$ cat src/rtl/cache_pkg.sv
`default_nettype none
// ============================================================================
//  Module      : cache_pkg
//  Description : Shared types and default widths for the 2-way set-associative
//                write-back cache controller.
//                - cache_state_t : controller FSM states
//                - data_sel_t    : data-array write source select
//                - default offset/index/tag widths for a 32-bit address
//  Revision    : 1.0 - initial release
// ============================================================================
package cache_pkg;

    localparam int ADDR_W       = 32;
    localparam int S_OFFSET_DEF = 5;
    localparam int S_INDEX_DEF  = 3;
    localparam int S_TAG_DEF    = ADDR_W - S_OFFSET_DEF - S_INDEX_DEF;

    typedef enum logic [1:0] {
        S_IDLE  = 2'd0,
        S_WB    = 2'd1,
        S_ALLOC = 2'd2
    } cache_state_t;

    typedef enum logic [0:0] {
        DSEL_CPU = 1'b0,
        DSEL_MEM = 1'b1
    } data_sel_t;

    // A way must be written back before reuse only if it holds modified data.
    function automatic logic needs_writeback(input logic valid, input logic dirty);
        return valid & dirty;
    endfunction

endpackage : cache_pkg
`default_nettype wire

$ cat src/rtl/cache_control_hit_compare.sv
`default_nettype none
// ============================================================================
//  Module      : hit_compare
//  Description : Combinational tag/valid compare for both ways of a set.
//  Ports       : tag0_i/tag1_i     way tag read-outs
//                valid0_i/valid1_i way valid read-outs
//                addr_tag_i        tag field of the CPU address
//                hit0_o/hit1_o     per-way hit
//                hit_o             any way hit
//                hit_way_o         hitting way (way 0 wins if both hit)
//  Revision    : 1.0 - initial release
// ============================================================================
module hit_compare #(
    parameter int s_tag = 24
) (
    input  logic [s_tag-1:0] tag0_i,
    input  logic [s_tag-1:0] tag1_i,
    input  logic             valid0_i,
    input  logic             valid1_i,
    input  logic [s_tag-1:0] addr_tag_i,
    output logic             hit0_o,
    output logic             hit1_o,
    output logic             hit_o,
    output logic             hit_way_o
);

    assign hit0_o    = valid0_i & (tag0_i == addr_tag_i);
    assign hit1_o    = valid1_i & (tag1_i == addr_tag_i);
    assign hit_o     = hit0_o | hit1_o;
    // Way 0 takes priority; way 1 is reported only when way 0 misses.
    assign hit_way_o = ~hit0_o & hit1_o;

endmodule : hit_compare
`default_nettype wire

$ cat src/rtl/cache_control.sv
`default_nettype none
// ============================================================================
//  Module      : cache_control
//  Description : Control FSM for a 2-way set-associative, write-back cache.
//                Decides hit/miss from the tag/valid/dirty/LRU read-outs,
//                drives all array load enables and indices, and sequences
//                victim writeback and line refill towards physical memory.
//  Ports       : clk, rst (async, active-low)
//                mem_read/mem_write/mem_address/mem_resp  CPU side
//                tag_out*/valid_out*/dirty_out*/lru_out   array read-outs
//                arr_rindex/arr_windex, *_load, *_in      array controls
//                data_in_sel, hit_way                     datapath muxes
//                pmem_read/pmem_write/pmem_address/pmem_resp  memory side
//  Revision    : 1.0 - initial release
// ============================================================================
module cache_control
    import cache_pkg::*;
#(
    parameter int s_offset = S_OFFSET_DEF,
    parameter int s_index  = S_INDEX_DEF,
    parameter int s_tag    = 32 - s_offset - s_index
) (
    input  logic               clk,
    input  logic               rst,
    // CPU side
    input  logic               mem_read,
    input  logic               mem_write,
    input  logic [31:0]        mem_address,
    output logic               mem_resp,
    // Array read-outs
    input  logic [s_tag-1:0]   tag_out0,
    input  logic [s_tag-1:0]   tag_out1,
    input  logic               valid_out0,
    input  logic               valid_out1,
    input  logic               dirty_out0,
    input  logic               dirty_out1,
    input  logic               lru_out,
    // Array controls
    output logic [s_index-1:0] arr_rindex,
    output logic [s_index-1:0] arr_windex,
    output logic [1:0]         tag_load,
    output logic [1:0]         valid_load,
    output logic [1:0]         dirty_load,
    output logic [1:0]         data_load,
    output logic               valid_in,
    output logic               dirty_in,
    output logic               lru_load,
    output logic               lru_in,
    output logic               data_in_sel,
    output logic               hit_way,
    // Memory side
    output logic               pmem_read,
    output logic               pmem_write,
    output logic [31:0]        pmem_address,
    input  logic               pmem_resp
);

    cache_state_t state_q, state_d;

    logic [s_index-1:0] w_index;
    logic [s_tag-1:0]   w_addr_tag;
    logic [s_tag-1:0]   w_victim_tag;
    logic               w_victim;
    logic               w_victim_wb;
    logic               w_req;
    logic               w_hit0, w_hit1, w_hit, w_hit_way;
    logic               w_unused;

    assign w_index    = mem_address[s_offset +: s_index];
    assign w_addr_tag = mem_address[31 -: s_tag];
    assign w_req      = mem_read | mem_write;

    // The LRU bit names the way to evict.
    assign w_victim     = lru_out;
    assign w_victim_tag = w_victim ? tag_out1 : tag_out0;
    assign w_victim_wb  = w_victim ? needs_writeback(valid_out1, dirty_out1)
                                   : needs_writeback(valid_out0, dirty_out0);

    // Byte offset only matters to the data path; per-way hits fold into hit/hit_way.
    assign w_unused = ^{mem_address[s_offset-1:0], w_hit0, w_hit1};

    hit_compare #(
        .s_tag      (s_tag)
    ) u_hit_compare (
        .tag0_i     (tag_out0),
        .tag1_i     (tag_out1),
        .valid0_i   (valid_out0),
        .valid1_i   (valid_out1),
        .addr_tag_i (w_addr_tag),
        .hit0_o     (w_hit0),
        .hit1_o     (w_hit1),
        .hit_o      (w_hit),
        .hit_way_o  (w_hit_way)
    );

    always_ff @(posedge clk or negedge rst) begin
        if (!rst) begin
            state_q <= S_IDLE;
        end else begin
            state_q <= state_d;
        end
    end

    always_comb begin
        state_d      = state_q;
        mem_resp     = 1'b0;
        arr_rindex   = '0;
        arr_windex   = '0;
        tag_load     = 2'b00;
        valid_load   = 2'b00;
        dirty_load   = 2'b00;
        data_load    = 2'b00;
        valid_in     = 1'b0;
        dirty_in     = 1'b0;
        lru_load     = 1'b0;
        lru_in       = 1'b0;
        data_in_sel  = DSEL_CPU;
        hit_way      = 1'b0;
        pmem_read    = 1'b0;
        pmem_write   = 1'b0;
        pmem_address = '0;

        // While reset is low every output is forced to zero combinationally,
        // so a transfer in flight is dropped without waiting for a clock edge.
        if (rst) begin
            arr_rindex = w_index;
            arr_windex = w_index;

            unique case (state_q)
                S_IDLE: begin
                    if (w_req) begin
                        if (w_hit) begin
                            mem_resp = 1'b1;
                            hit_way  = w_hit_way;
                            lru_load = 1'b1;
                            lru_in   = ~w_hit_way;
                            // Read+write together is handled as a write.
                            if (mem_write) begin
                                data_load[w_hit_way]  = 1'b1;
                                data_in_sel           = DSEL_CPU;
                                dirty_load[w_hit_way] = 1'b1;
                                dirty_in              = 1'b1;
                            end
                        end else begin
                            state_d = w_victim_wb ? S_WB : S_ALLOC;
                        end
                    end
                end

                S_WB: begin
                    pmem_write   = 1'b1;
                    pmem_address = {w_victim_tag, w_index, {s_offset{1'b0}}};
                    if (pmem_resp) begin
                        dirty_load[w_victim] = 1'b1;
                        dirty_in             = 1'b0;
                        state_d              = S_ALLOC;
                    end
                end

                S_ALLOC: begin
                    pmem_read    = 1'b1;
                    pmem_address = {mem_address[31:s_offset], {s_offset{1'b0}}};
                    if (pmem_resp) begin
                        data_load[w_victim]  = 1'b1;
                        tag_load[w_victim]   = 1'b1;
                        valid_load[w_victim] = 1'b1;
                        valid_in             = 1'b1;
                        dirty_load[w_victim] = 1'b1;
                        dirty_in             = 1'b0;
                        data_in_sel          = DSEL_MEM;
                        // Back in idle the refreshed line re-compares and hits.
                        state_d              = S_IDLE;
                    end
                end

                default: begin
                    state_d = S_IDLE;
                end
            endcase
        end
    end

endmodule : cache_control
`default_nettype wire

$ cat config.mk
export PLATFORM = sky130hd
export DESIGN_NAME = cache_control
export DESIGN_NICKNAME = d
export VERILOG_FILES = /design/src/rtl/cache_pkg.sv /design/src/rtl/cache_control_hit_compare.sv /design/src/rtl/cache_control.sv
export SDC_FILE = /design/constraint.sdc
export NUM_CORES = 1
export LEC_CHECK = 0
export BUFFER_PORTS_ARGS = -buffer_cell sky130_fd_sc_hd__buf_2
export CAP_MARGIN = 15
export CORE_MARGIN = 2
export CORE_UTILIZATION = 42
export CTS_CLUSTER_DIAMETER = 200
export DETAILED_ROUTE_END_ITERATION = 7
export PLACE_DENSITY = 0.95
export SLEW_MARGIN = 20
export SYNTH_ARGS = -nofsm -noshare
export SYNTH_HDL_FRONTEND = slang
export SYNTH_SLANG_ARGS = --single-unit
$ cat constraint.sdc
create_clock -name clk -period 3.43 [get_ports clk]
set_clock_uncertainty 0.2 [all_clocks]
set_input_delay 0.343 -clock clk [delete_from_list [all_inputs] [get_ports clk]]
set_output_delay 0.343 -clock clk [all_outputs]
set_load 0.05 [all_outputs]
# [After elaboration in Yosys (flattened, before gate mapping)]
# Index checks and enable logic that the tools add are counted.
[word_totals] inputBits=90 out_inout_bits=55 reg_bits=2 word_cells=76
[classes] n_mux=49 n_bitwise=9 n_eq_ne=8 n_reduce_logical=5 magnitude_cmp=4
[op_table] op="32-bit one-hot mux with 2 select lines" count=1
[op_table] op="24-bit equality test" count=2
[op_table] op="32-bit two-way mux" count=1
[op_table] op="1-bit two-way mux" count=27
[op_table] op="2-bit two-way mux" count=13
[op_table] op="24-bit two-way mux" count=1
[op_table] op="2-bit inequality test, second input constant" count=4
[op_table] op="2-bit one-hot mux with 2 select lines" count=2
[op_table] op="2-bit one-hot mux with 3 select lines" count=1
[op_table] op="1-bit AND" count=5
[op_table] op="5-bit AND reduction" count=1
[op_table] op="1-bit by 2-bit < comparator with 1-bit output, second input constant" count=2
[op_table] op="3-bit two-way mux" count=1
[op_table] op="1-bit demux with 1-bit select" count=2
[op_table] op="2-bit by 1-bit equality test with 1-bit output, second input constant" count=1
[op_table] op="2-bit equality test, second input constant" count=1
[op_table] op="1-bit >= comparator, second input constant" count=2
[op_table] op="1-bit logical AND" count=2
[op_table] op="2-bit zero test" count=1
[op_table] op="1-bit inverter" count=2
[op_table] op="1-bit OR" count=2
[op_table] op="2-bit OR reduction" count=1

# [Depth between registers and ports, before layout]
# Gate-level depths: netlist of run 1.
[logic_depth] depth_word=13 mapped_depth=8 ltp_nobuf=7

# [By module]
# From an unflattened synthesis of run 1, not the netlist that was laid out.
[unflattened] hier_cells=223 hier_area_um2=1856.8
[modules_own_cells] mod="cache_control" seq_area_each_um2=50.0 area_per_inst_um2=1305.0 n_inst=1 cells_each=154
[modules_own_cells] mod="hit_compare" seq_area_each_um2=0.0 area_per_inst_um2=551.8 n_inst=1 cells_each=69

# [Least setup slack after synthesis of run 1]
# Ideal clock, no wire load.
[synth_timing] path_kind="register to output" startpoint="reg state_q[0]" endpoint="out data_load[1]" required_ns=2.887 path_buffers=1 path_slack_ns=-0.017 arrival_ns=2.904 stages_incl_launch_ff=9 path_cell_list="dfrtp_1 -> inv_1 -> ha_1 -> clkbuf_1 -> and2_1 -> nand2_1 -> inv_1 -> and2_1 -> o21bai_1"
[synth_via] elab_chain_cells=3 elab_cells_between_ends=4 cone_classes="1 x eq/ne; 2 x mux; 1 x reduce/logical"
[synth_rtl] element="from (decl)" line_no="cache_control.sv:58" source="cache_state_t state_q, state_d;"
[synth_rtl] element="from (signal assigned)" line_no="cache_control.sv:100" source="state_q <= state_d;"
[synth_rtl] element="2-bit equality test / 2-bit zero test (equally long branches)" line_no="cache_control.sv:129" source="unique case (state_q)"
[synth_rtl] element="2-bit one-hot mux with 2 select lines (*)" line_no="cache_control.sv:129"
[synth_rtl] element="2-bit two-way mux (*)" line_no="cache_control.sv:125" source="if (rst) begin"
[synth_rtl] element="to (decl)" line_no="cache_control.sv:44" source="output logic [1:0] data_load,"
# Every way passes the cells marked *; elsewhere a longest branch is shown, timed or not.

# [Worst setup path after layout of run 1]
[layout_timing] startpoint="in mem_address[29]" endpoint="out dirty_load[1]"
[layout_via] elab_chain_cells=13 elab_cells_between_ends=17 cone_classes="2 x order compare; 2 x eq/ne; 7 x mux; 5 x bitwise; 1 x reduce/logical"
[layout_rtl] element="from (decl)" line_no="cache_control.sv:28" source="input logic [31:0] mem_address,"
[layout_rtl] element="24-bit equality test" line_no="cache_control_hit_compare.sv:27" source="assign hit0_o = valid0_i & (tag0_i == addr_tag_i);"
[layout_rtl] element="1-bit AND" line_no="cache_control_hit_compare.sv:27"
[layout_rtl] element="1-bit inverter" line_no="cache_control_hit_compare.sv:31" source="assign hit_way_o = ~hit0_o & hit1_o;"
[layout_rtl] element="1-bit AND" line_no="cache_control_hit_compare.sv:31"
[layout_rtl] element="1-bit by 2-bit < comparator with 1-bit output (not written as such) / 1-bit >= comparator (equally long branches)" line_no="cache_control.sv:141" source="dirty_load[w_hit_way] = 1'b1;"
[layout_rtl] element="1-bit logical AND (not written as such)" line_no="cache_control.sv:141"
[layout_rtl] element="1-bit two-way mux (not written as such)" line_no="cache_control.sv:141"
[layout_rtl] element="1-bit demux with 1-bit select" line_no="cache_control.sv:141"
[layout_rtl] element="2-bit two-way mux" line_no="cache_control.sv:138" source="if (mem_write) begin"
[layout_rtl] element="2-bit two-way mux (*)" line_no="cache_control.sv:132" source="if (w_hit) begin"
[layout_rtl] element="2-bit two-way mux (*)" line_no="cache_control.sv:131" source="if (w_req) begin"
[layout_rtl] element="2-bit one-hot mux with 2 select lines (*)" line_no="cache_control.sv:129"
[layout_rtl] element="2-bit two-way mux (*)" line_no="cache_control.sv:125"
[layout_rtl] element="to (decl)" line_no="cache_control.sv:43" source="output logic [1:0] dirty_load,"
# Marked as above.

==> results.md, run 1 <==
* Worst min-delay path class: in2async
* Critical R2R Capture: state_q[1]$_DFFE_PN0P_
* Core ar. at 0.003689 mm2
* Clk buf depth at 2
* Status: finished clean
* Clock Sinks at 2
* End point of the critical path: dirty_load[1]
* Critical Path RT at roughly 2900 ps
* Worst-Margin Slew at roughly 900 ps
* Critical path capture point type: output pin
* TritonCTS buffer count at 3
* Crit path buf inv count at 2
* Die width at 66.11 um
* Largest stage delay, worst path at 430 ps
* Count of flip-flops with a built-in enable after synthesis at 0
* Port bufs at 134
* Flop-to-flop setup slack at ~1100 ps
* Drt total wl at between 5000 and 6000 um
* Gr usage total at 0.2567
* Placement row count at 22
* Critical Path AT at 2360 ps
* Launching point of the worst reg2reg path: state_q[1]$_DFFE_PN0P_
* Power per Cell Area at 477.1 mW/mm2
* Clock Pin Slew Worst Setup and Hold Paths at around 30 ps
* Height of the die at between 60 and 70 um
* Area growth syn-to-layout at 40.77%
* CP max stage cell: or3b_1
* Fin. max-slew vios at 0
* GP Congestion at 0.8671
* Routed vias/inst at 5.268
* Final worst hold slack at 314.3 ps
* Max-cap viol count at 0
* DRT Pass-1 Iters at 4
* Post-DP HPWL at 4582 um
* Top cell family by delay on the critical path: simple AND/OR/NAND/NOR gates
* Peak VDD IR at ~0.23 mV
* Residual DRC at 0
* CTS tree: done
* Max reg flops at 2
* Post_cts resized at 0
* Post-DR wirelength/cell at between 10 and 15 um
* Most used flip-flop cell after synthesis: dfrtp_1
* Yosys reg bits at 2
* Initial cell density of the core at 0.4393
* Vias in the first global route at 1910
* Syn Inst Count at between 200 and 250
* Mean Syn Cell Area at about 7.2 um2
* Setup TNS at 0 ps
* Io pins at between 100 and 150
* Vias at between 2000 and 2500
* Top reg by flops: state_q
* Fraction of registers with async set or reset after synthesis at 1.000
* Max Freq at 0.3444 GHz
* RSZ-0062 raised after global routing: false
* Largest net degree at the start of global routing at 32
* First-pass GRT wire length at just under 9000 um
* Min Tclk post-route at just under 3000 ps
* Critical path class: in2out
* Slew headroom at 0.4109
* Synth warn at 0
* H-tree depth at 1
* Post-synthesis sequential area ratio at 0.03089
* Die ar. at 0.004371 mm2
* Total gr overflow at 0
* Cell area after synthesis at around 0.0016 mm2
* DR iter-0 viols at ~180
* Initial antenna violation count at 0
* Final hold vios at 0
* Startpoint Class: primary input
* Final setup violating endpoints at 0
* Final #Nets at 440
* Critical path fanouts, max at 5
* # diodes at 0
* Static leakage at ~0.0012 uW
* Insertion delay to the later sink of the worst-skew pair at ~220 ps
* Synth cell types at 37
* Final Cycle Share at 0.8465
* Stages on worst setup path at 8
* Root Buffer: clkbuf_8
* Cell Chain, Critical Path: buf_2 -> xnor2_1 -> nand4_1 -> nor4_1 -> nand4_1 -> or3b_1 -> a21oi_1 -> buf_2
* Crit path from: mem_address[29]
* Layout cells sized above 1 at 0.4942
* Remaining antenna violation count at 0
* Biggest regs: state_q x2
* R2R depth at 8
-- cells by family (layout without fill, tap and decap cells) --
logic type / count (synthesis) / after routing / share of synthesized area
XOR/XNOR: 45 / 45 / 0.2432
flip-flops: 2 / 2 / 0.03089
AO/OA/AOI/OAI: 40 / 40 / 0.1846
adder cells (fa/ha/maj): 4 / 4 / 0.03089
buffers and inverters: 34 / 150 / 0.1189
multiplexers: 24 / 24 / 0.1668
other: 1 / 5 / 0.002314
AND/OR/NAND/NOR: 74 / 74 / 0.2224
-- power by group --
part	leakage [uW]	internal, uW	switching (uW)	total (uW)
combinational	0.00112	278	668	945
clock	0.0000216	74.7	23.4	98.1
sequential	0.0000252	33.2	11.5	44.8
total	0.00116	385	703	1090
-- routing by layer --
layer	up-vias	global-route usage	share of wire
li1	1023	-	-
met2	102	0.4738	0.51
met1	933	0.3191	0.41
met4	0	0.05102	0.0096
met3	7	0.02555	0.068
met5	-	0	0
-- cell usage after synthesis (2+ instances only) --
cell,n,share of area
clkbuf_8,2,0.017
xnor2_1,31,0.17
inv_1,9,0.021
buf_4,12,0.056
nor2_1,34,0.079
buf_1,2,0.0046
nand2_1,10,0.023
nor4_1,3,0.012
xor2_1,14,0.076
nand3_1,4,0.012
a21oi_1,2,0.0062
ha_1,4,0.031
nand4_1,8,0.031
dfrtp_1,2,0.031
nor3_1,6,0.019
clkbuf_1,8,0.019
o21ai_0,4,0.012
mux2_2,24,0.17
a22oi_1,24,0.11
and2_1,3,0.012
o21bai_1,2,0.0093
-- worst min path at each step --
stage / end / cells past startpoint
after floorplan: state_q[0]$_DFFE_PN0P_ / 0
final: state_q[0]$_DFFE_PN0P_ / 2
after detailed placement: state_q[0]$_DFFE_PN0P_ / 1
after CTS: state_q[0]$_DFFE_PN0P_ / 2
after global placement: state_q[0]$_DFFE_PN0P_ / 1
after global routing: state_q[1]$_DFFE_PN0P_ / 2
-- final cells by class --
type	count	area, um2
timing repair buffer	137	695.7
tap	48	60.06
sequential	2	50.05
multi-input combinational	192	1396
inverter	10	37.54
fill	345	1408
clock buffer	3	41.29
-- repair_timing --
item / 4_1_cts / 5_1_grt
endpoints found under the hold margin: 2 / 0
endpoints found under the setup margin: 0 / 0
hold buffers: 1 / 0
buffers inserted: 0 / 0
-- through the flow --
step	setup slack (ps)	util	power (uW)	cells	instance area [um2]
floorplan	125.1	-	762.6	228	1639
global placement	513.3	0.6045	969.4	388	2230
detailed placement	524.1	0.6045	986.1	388	2230
CTS	498.4	0.6184	1090	392	2281
global route	332.8	0.6184	1168	392	2281
finish	526.7	0.6184	1088	392	2281
-- cell usage in the layout, fill, tap and decap left out, types with 2 or more instances in the layout --
master and instances:
ha_1 4, nor2_1 34, nand3_1 4, nand4_1 8, a21oi_1 2, clkbuf_8 3, o21ai_0 4, xnor2_1 31
buf_2 134, nand2_1 10, buf_4 2, inv_1 9, nor4_1 3, xor2_1 14, mux2_2 24, and2_1 3
dfrtp_1 2, nor3_1 6, conb_1 5, a22oi_1 24
(Power assumes the default switching activity.)
==> run 2: changes to the inputs <==
- CORE_UTILIZATION: 42 -> 39
- PLACE_DENSITY: 0.95 -> 0.9
- clock period: 3.43 -> 2.8 ns (I/O delays scaled with it)
==> run 2 against run 1 <==
Routed wire length is 2.0% higher. Via count up 1.3%. Utilization fell by 3.8 points. Sequential cell count did not move. Hold slack worse by 56 ps. Total power increased by 24%. Global-route usage fell by 2.3 points. Largest power group unchanged.
==> results.md, run 2 (synthesized netlist as in run 1, its figures left out) <==
* Slew headroom at 0.5505 (was 0.4109)
* Core ar. at 0.004000 mm2 (was 0.003689 mm2)
* Vias in the first global route at 1905 (was 1910)
* Final hold vios at 0 (unchanged)
* Finished Core Util at 0.5805 (was 0.6184)
* Status: finished clean (unchanged)
* Post-DR wirelength/cell at 14.47 um (was 14.41 um)
* CTS Hold Bufs at 1 (unchanged)
* Critical path capture point type: output pin (unchanged)
* Final WS setup at 157.0 ps (was 526.7 ps)
* # diodes at 0 (unchanged)
* CTS tree: done (unchanged)
* Global route hottest layer: met2 (unchanged)
* Die ar. at 0.004686 mm2 (was 0.004371 mm2)
* Met1 usage in global routing at 0.2755 (was 0.3191)
* H-tree depth at 1 (unchanged)
* Final setup violating endpoints at 0 (unchanged)
* Height of the die at 68.46 um (was 66.11 um)
* Layout cells sized above 1 at 0.5115 (was 0.4942)
* DRT Pass-1 Iters at 4 (unchanged)
* TritonCTS buffer count at 3 (unchanged)
* Pint at 485.0 uW (was 385.4 uW)
* Drt total wl at 5759 um (was 5647 um)
* Power, Total at 1350 uW (was 1088 uW)
* Final #Nets at 444 (was 440)
* Biggest regs: state_q x2 (unchanged)
* Critical Path AT at 2160 ps (was 2360 ps)
* Final Cycle Share at 0.9439
* Max Freq at roughly 0.38 GHz
* Clock Pin Slew Worst Setup and Hold Paths at 30 ps (about the same)
* Most frequent cells in the layout: buf_2, nor2_1, xnor2_1 (unchanged)
* Initial cell density of the core at 0.4051 (was 0.4393)
* Largest net degree at the start of global routing at 30 (was 32)
* Static leakage at 0.001175 uW (was 0.001164 uW)
* Post_cts resized at 0 (unchanged)
* Gr usage total at 0.2337 (was 0.2567)
* Remaining antenna violation count at 0 (unchanged)
* Insertion delay to the later sink of the worst-skew pair at 210 ps (was 220 ps)
* Part of the power in combinational logic at 0.873 (was 0.869)
* DR iter-0 viols at 64 (was 183)
* Critical Path RT at 2320 ps (was 2890 ps)
* Met2 Use GR at 0.4399 (was 0.4738)
* Setup TNS at 0 ps (unchanged)
* # Post-CTS Setup Buffers at 0 (unchanged)
* Max-cap viol count at 0 (unchanged)
* Total gr overflow at 0 (unchanged)
* Met3 usage in global routing at 0.01645 (was 0.02555)
* Startpoint Class: primary input (unchanged)
* Fin. max-slew vios at 0 (unchanged)
* Top reg by flops: state_q (unchanged)
* Peak VDD IR at 0.2793 mV (was 0.2347 mV)
* Vias at 2091 (was 2065)
* CP max stage cell: or3b_1 (unchanged)
* Critical path fanouts, max at 3 (was 5)
* Routed vias/inst at 5.254 (was 5.268)
* Worst min-delay path class: in2async (unchanged)
* Switch share at 0.6407 (was 0.6458)
* Max reg flops at 2 (unchanged)
* Sequential share of power at 0.040 (was 0.041)
* Min Tclk post-route at approximately 2600 ps
* GP Congestion at 0.9079 (was 0.8671)
* Port bufs at 134 (unchanged)
* Critical path class: in2out (unchanged)
* First-pass GRT wire length at 8286 um (was 8852 um)
* Io pins at 145 (unchanged)
* Clock power share at 0.087 (was 0.090)
* Multi-input logic area at 0.001401 mm2 (was 0.001396 mm2)
* Residual DRC at 0 (unchanged)
* Area growth syn-to-layout at 43.32% (was 40.77%)
* Power per Cell Area at 581.4 mW/mm2 (was 477.1 mW/mm2)
* Placement row count at 23 (was 22)
* Largest stage delay, worst path at 400 ps (was 430 ps)
* Initial antenna violation count at 0 (unchanged)
* Clock Sinks at 2 (unchanged)
* Most common cell after layout, fill and taps aside: buf_2 (unchanged)
* Root Buffer: clkbuf_8 (unchanged)
* Clk buf depth at 2 (unchanged)
* Cell Chain, Critical Path: buf_2 -> xnor2_1 -> nand4_1 -> nor4_1 -> nand4_1 -> or3b_1 -> a21oi_1 -> buf_2 (unchanged)
* Post-DP HPWL at 4779 um (was 4582 um)
* RSZ-0062 raised after global routing: false (unchanged)
* Die width at 68.46 um (was 66.11 um)
* Number of fill cells at 391 (was 345)
* Reg area at 50.05 um2 (unchanged)
* Setup slack at placement at 172.7 ps (was 524.1 ps)
* Switching power total at 865.0 uW (was 702.8 uW)
* Worst-Margin Slew at 674.3 ps (was 881.4 ps)
run 2: final cells by class:
type                            instances  share of cell area
Multi-Input combinational cell        192              0.6034
Timing Repair Buffer                  141              0.3125
Tap cell                               50             0.02694
Sequential cell                         2             0.02155
Clock buffer                            3             0.01778
Inverter                               10             0.01778
run 2: worst paths after layout:
check                                       start                     end  slack (ps)  cells past startpoint
max reg2reg                state_q[0]$_DFFE_PN0P_  state_q[0]$_DFFE_PN0P_         620                      7
min in group clk           state_q[1]$_DFFE_PN0P_  state_q[1]$_DFFE_PN0P_         400                      1
min                                           rst  state_q[0]$_DFFE_PN0P_         260                      2
min reg2reg                state_q[1]$_DFFE_PN0P_  state_q[1]$_DFFE_PN0P_         400                      1
max in group asynchronous                     rst  state_q[1]$_DFFE_PN0P_        1960                      2
max                               mem_address[29]           dirty_load[1]         160                      8
run 2: power groups by stage:
stage | logic, uW | clock network [uW] | registers (uW)
4_1_cts | 1180 | 121 | 53.6
3_3_place_gp | 1160 | 0 | 54.8
5_1_grt | 1260 | 124 | 57.1
6_report | 1180 | 117 | 54.0
3_5_place_dp | 1180 | 0 | 54.1
2_1_floorplan | 888 | 0 | 50.7
run 2: metrics by stage:
| step | hold slack (ps) | instances | area, um2 |
|---|---|---|---|
| 6_report | 258.2 | 398 | 2322 |
| 4_1_cts | 246.0 | 398 | 2322 |
| 5_1_grt | 271.6 | 398 | 2322 |
| 3_3_place_gp | -66.56 | 394 | 2271 |
| 3_5_place_dp | -68.16 | 394 | 2271 |
| 2_1_floorplan | -215.6 | 228 | 1648 |
run 2: worst max-delay path: cells and delay by family:
family	cells	cell delay (ps)
buffers and inverters	2	390
and+or+nand+nor	4	1120
xor gates and xnor gates	1	230
AOI/OAI and AO/OA	1	140
run 2: metal layers:
layer / wire, um / vias to the layer above
met2: 2958 / 107
met4: 87 / 0
met3: 406 / 10
met5: 0 / -
li1: - / 1028
met1: 2306 / 946
==> run 3: changes to the inputs <==
- CORE_UTILIZATION: 39 -> 35
- HOLD_SLACK_MARGIN: not set -> 0.1
- PLACE_DENSITY: 0.9 -> 0.86
- clock period: 2.8 -> 2.3 ns (I/O delays scaled with it)
==> run 3 against run 2 <==
Worst setup slack got worse by 150 ps. Combinational power grew 41%. Clock power is 21% higher. Cell count rose by 4.5%. Utilization grew 6.6 points. Sequential share of layout area decreased by 0.40 points. Non-clock buffer count is 16 higher. Critical path type is now reg2out. Highest routed layer unchanged.
==> results.md, run 3 (synthesized netlist as in run 1, its figures left out) <==
* Die width at 72.04 um (was 68.46 um)
* Worst-Margin Slew at 548.8 ps (was 674.3 ps)
* Max reg flops at 2 (unchanged)
* Core ar. at 0.004414 mm2 (was 0.004000 mm2)
* Final hold vios at 0 (unchanged)
* RSZ-0062 raised after global routing: true (was false)
* Setup TNS at 0 ps (unchanged)
* Height of the die at 72.04 um (was 68.46 um)
* GP Congestion at 0.8249 (was 0.9079)
* Vias at 2241 (was 2091)
* First-pass GRT wire length at 9949 um (was 8286 um)
* Startpoint Class: flip-flop (was primary input)
* H-tree depth at 1 (unchanged)
* Setup slack at placement at -256.7 ps (was 172.7 ps)
* TritonCTS buffer count at 3 (unchanged)
* Largest stage delay, worst path at 410 ps (was 400 ps)
* Vias in the first global route at 2235 (was 1905)
* Worst min-delay path class: in2async (unchanged)
* Clock Sinks at 2 (unchanged)
* Post-DR wirelength/cell at 16.24 um (was 14.47 um)
* Critical Path RT at 1870 ps (was 2320 ps)
* Final setup violating endpoints at 0 (unchanged)
* # diodes at 0 (unchanged)
* Insertion delay to the later sink of the worst-skew pair at 210 ps (about the same)
* Io pins at 145 (unchanged)
* Min Tclk post-route at 2289 ps
* Most common cell after layout, fill and taps aside: buf_2 (unchanged)
* Routed vias/inst at 5.387 (was 5.254)
* Gr usage total at 0.2397 (was 0.2337)
* Power per Cell Area at 656.4 mW/mm2 (was 581.4 mW/mm2)
* Die ar. at 0.005190 mm2 (was 0.004686 mm2)
* Area growth syn-to-layout at 76.14% (was 43.32%)
* Max-cap viol count at 0 (unchanged)
* Top reg by flops: state_q (unchanged)
* DRT Pass-1 Iters at 4 (unchanged)
* Slew headroom at 0.6325 (was 0.5505)
* Root Buffer: clkbuf_8 (unchanged)
* Layout cells sized above 1 at 0.6484 (was 0.5115)
* Initial cell density of the core at 0.3671 (was 0.4051)
* Max Freq at ~0.44 GHz
* Post-DP HPWL at 5260 um (was 4779 um)
* Total gr overflow at 0 (unchanged)
* Drt total wl at 6755 um (was 5759 um)
* Critical path fanouts, max at 5 (was 3)
* Static leakage at 0.001393 uW (was 0.001175 uW)
* Most frequent cells in the layout: buf_2, mux2_2, a22oi_1 (was buf_2, nor2_1, xnor2_1)
* DR iter-0 viols at 167 (was 64)
* Fin. max-slew vios at 0 (unchanged)
* Clock Pin Slew Worst Setup and Hold Paths at 30 ps (about the same)
* Residual DRC at 0 (unchanged)
* Placement row count at 24 (was 23)
* Final WS setup at 11.43 ps (was 157.0 ps)
* Final #Nets at 460 (was 444)
* Status: finished clean (unchanged)
* Final Cycle Share at 0.9950
* Largest net degree at the start of global routing at 19 (was 30)
* Initial antenna violation count at 0 (unchanged)
* Critical path capture point type: output pin (unchanged)
* CTS tree: done (unchanged)
* Remaining antenna violation count at 0 (unchanged)
* Critical path class: reg2out (was in2out)
* Clk buf depth at 2 (unchanged)
* Number of fill cells at 384 (was 391)
* CP max stage cell: dfrtp_1 (was or3b_1)
* Cell Chain, Critical Path: inv_1 -> ha_1 -> nand2_1 -> or3b_1 -> a21oi_2 -> buf_6 (was buf_2 -> xnor2_1 -> nand4_1 -> nor4_1 -> nand4_1 -> or3b_1 -> a21oi_1 -> buf_2)
* Biggest regs: state_q x2 (unchanged)
* Port bufs at 134 (unchanged)
* Critical Path AT at 1860 ps (was 2160 ps)
* Peak VDD IR at 0.3230 mV (was 0.2793 mV)
run 3: final cells by class:
class,instances,area (um2),area share
well taps,52,65.06,0.02280
clock buffers,3,41.29,0.01447
multi-input cells,192,1657,0.5804
flip-flops and latches,2,50.05,0.01754
repair buffers,157,999.7,0.3503
inverters,10,41.29,0.01447
run 3: repair_timing:
action                                 4_1_cts  5_1_grt
setup endpoints to repair                    9       16
setup buffers                                0        1
endpoints found under the hold margin        2        0
hold buffers                                 1        0
gates resized for setup                     37       26
pin swaps                                   18        9
run 3: per-layer routing:
metal  vias up  GRT usage  wire length, um
met4         0    0.07338              186
met1      1039     0.2647             2489
met3        22    0.01528              419
li1       1060          -                -
met5         -          0                0
met2       120     0.4815             3660
run 3: power by group:
| group | internal [uW] | switching, uW | total, uW | leakage (uW) |
|---|---|---|---|---|
| registers | 49.6 | 19.4 | 68.9 | 0.0000252 |
| logic | 546 | 1120 | 1660 | 0.00135 |
| clock network | 111 | 30.9 | 142 | 0.0000216 |
| total | 706 | 1170 | 1870 | 0.00139 |
run 3: final timing paths:
kind                                   startpoint                      to  slack (ps)  cells after the start
max                        state_q[0]$_DFFE_PN0P_           dirty_load[1]          10                      6
min                                           rst  state_q[0]$_DFFE_PN0P_         210                      2
max reg2reg                state_q[0]$_DFFE_PN0P_  state_q[1]$_DFFE_PN0P_         240                      8
min reg2reg                state_q[0]$_DFFE_PN0P_  state_q[0]$_DFFE_PN0P_         380                      2
max in group asynchronous                     rst  state_q[1]$_DFFE_PN0P_        1500                      2
min in group clk                         mem_read  state_q[0]$_DFFE_PN0P_         340                      5
run 3: critical path: cells and delay by family (launching register included):
family,cells,cell delay [ps]
buf+inv,2,300
flops,1,410
fa+ha+maj,1,280
compound gates,1,150
simple gates,2,510
run 3: stage by stage:
stage / power (uW) / std cells / cell area [um2] / utilization / hold WS, ps
after floorplan: 1224 / 228 / 1730 / - / -265.6
after detailed placement: 1639 / 411 / 2476 / 0.5609 / -110.8
after global routing: 1980 / 416 / 2854 / 0.6465 / 219.3
final: 1873 / 416 / 2854 / 0.6465 / 207.8
after CTS: 1831 / 415 / 2730 / 0.6185 / 209.5
after global placement: 1610 / 411 / 2476 / 0.5609 / -115.1
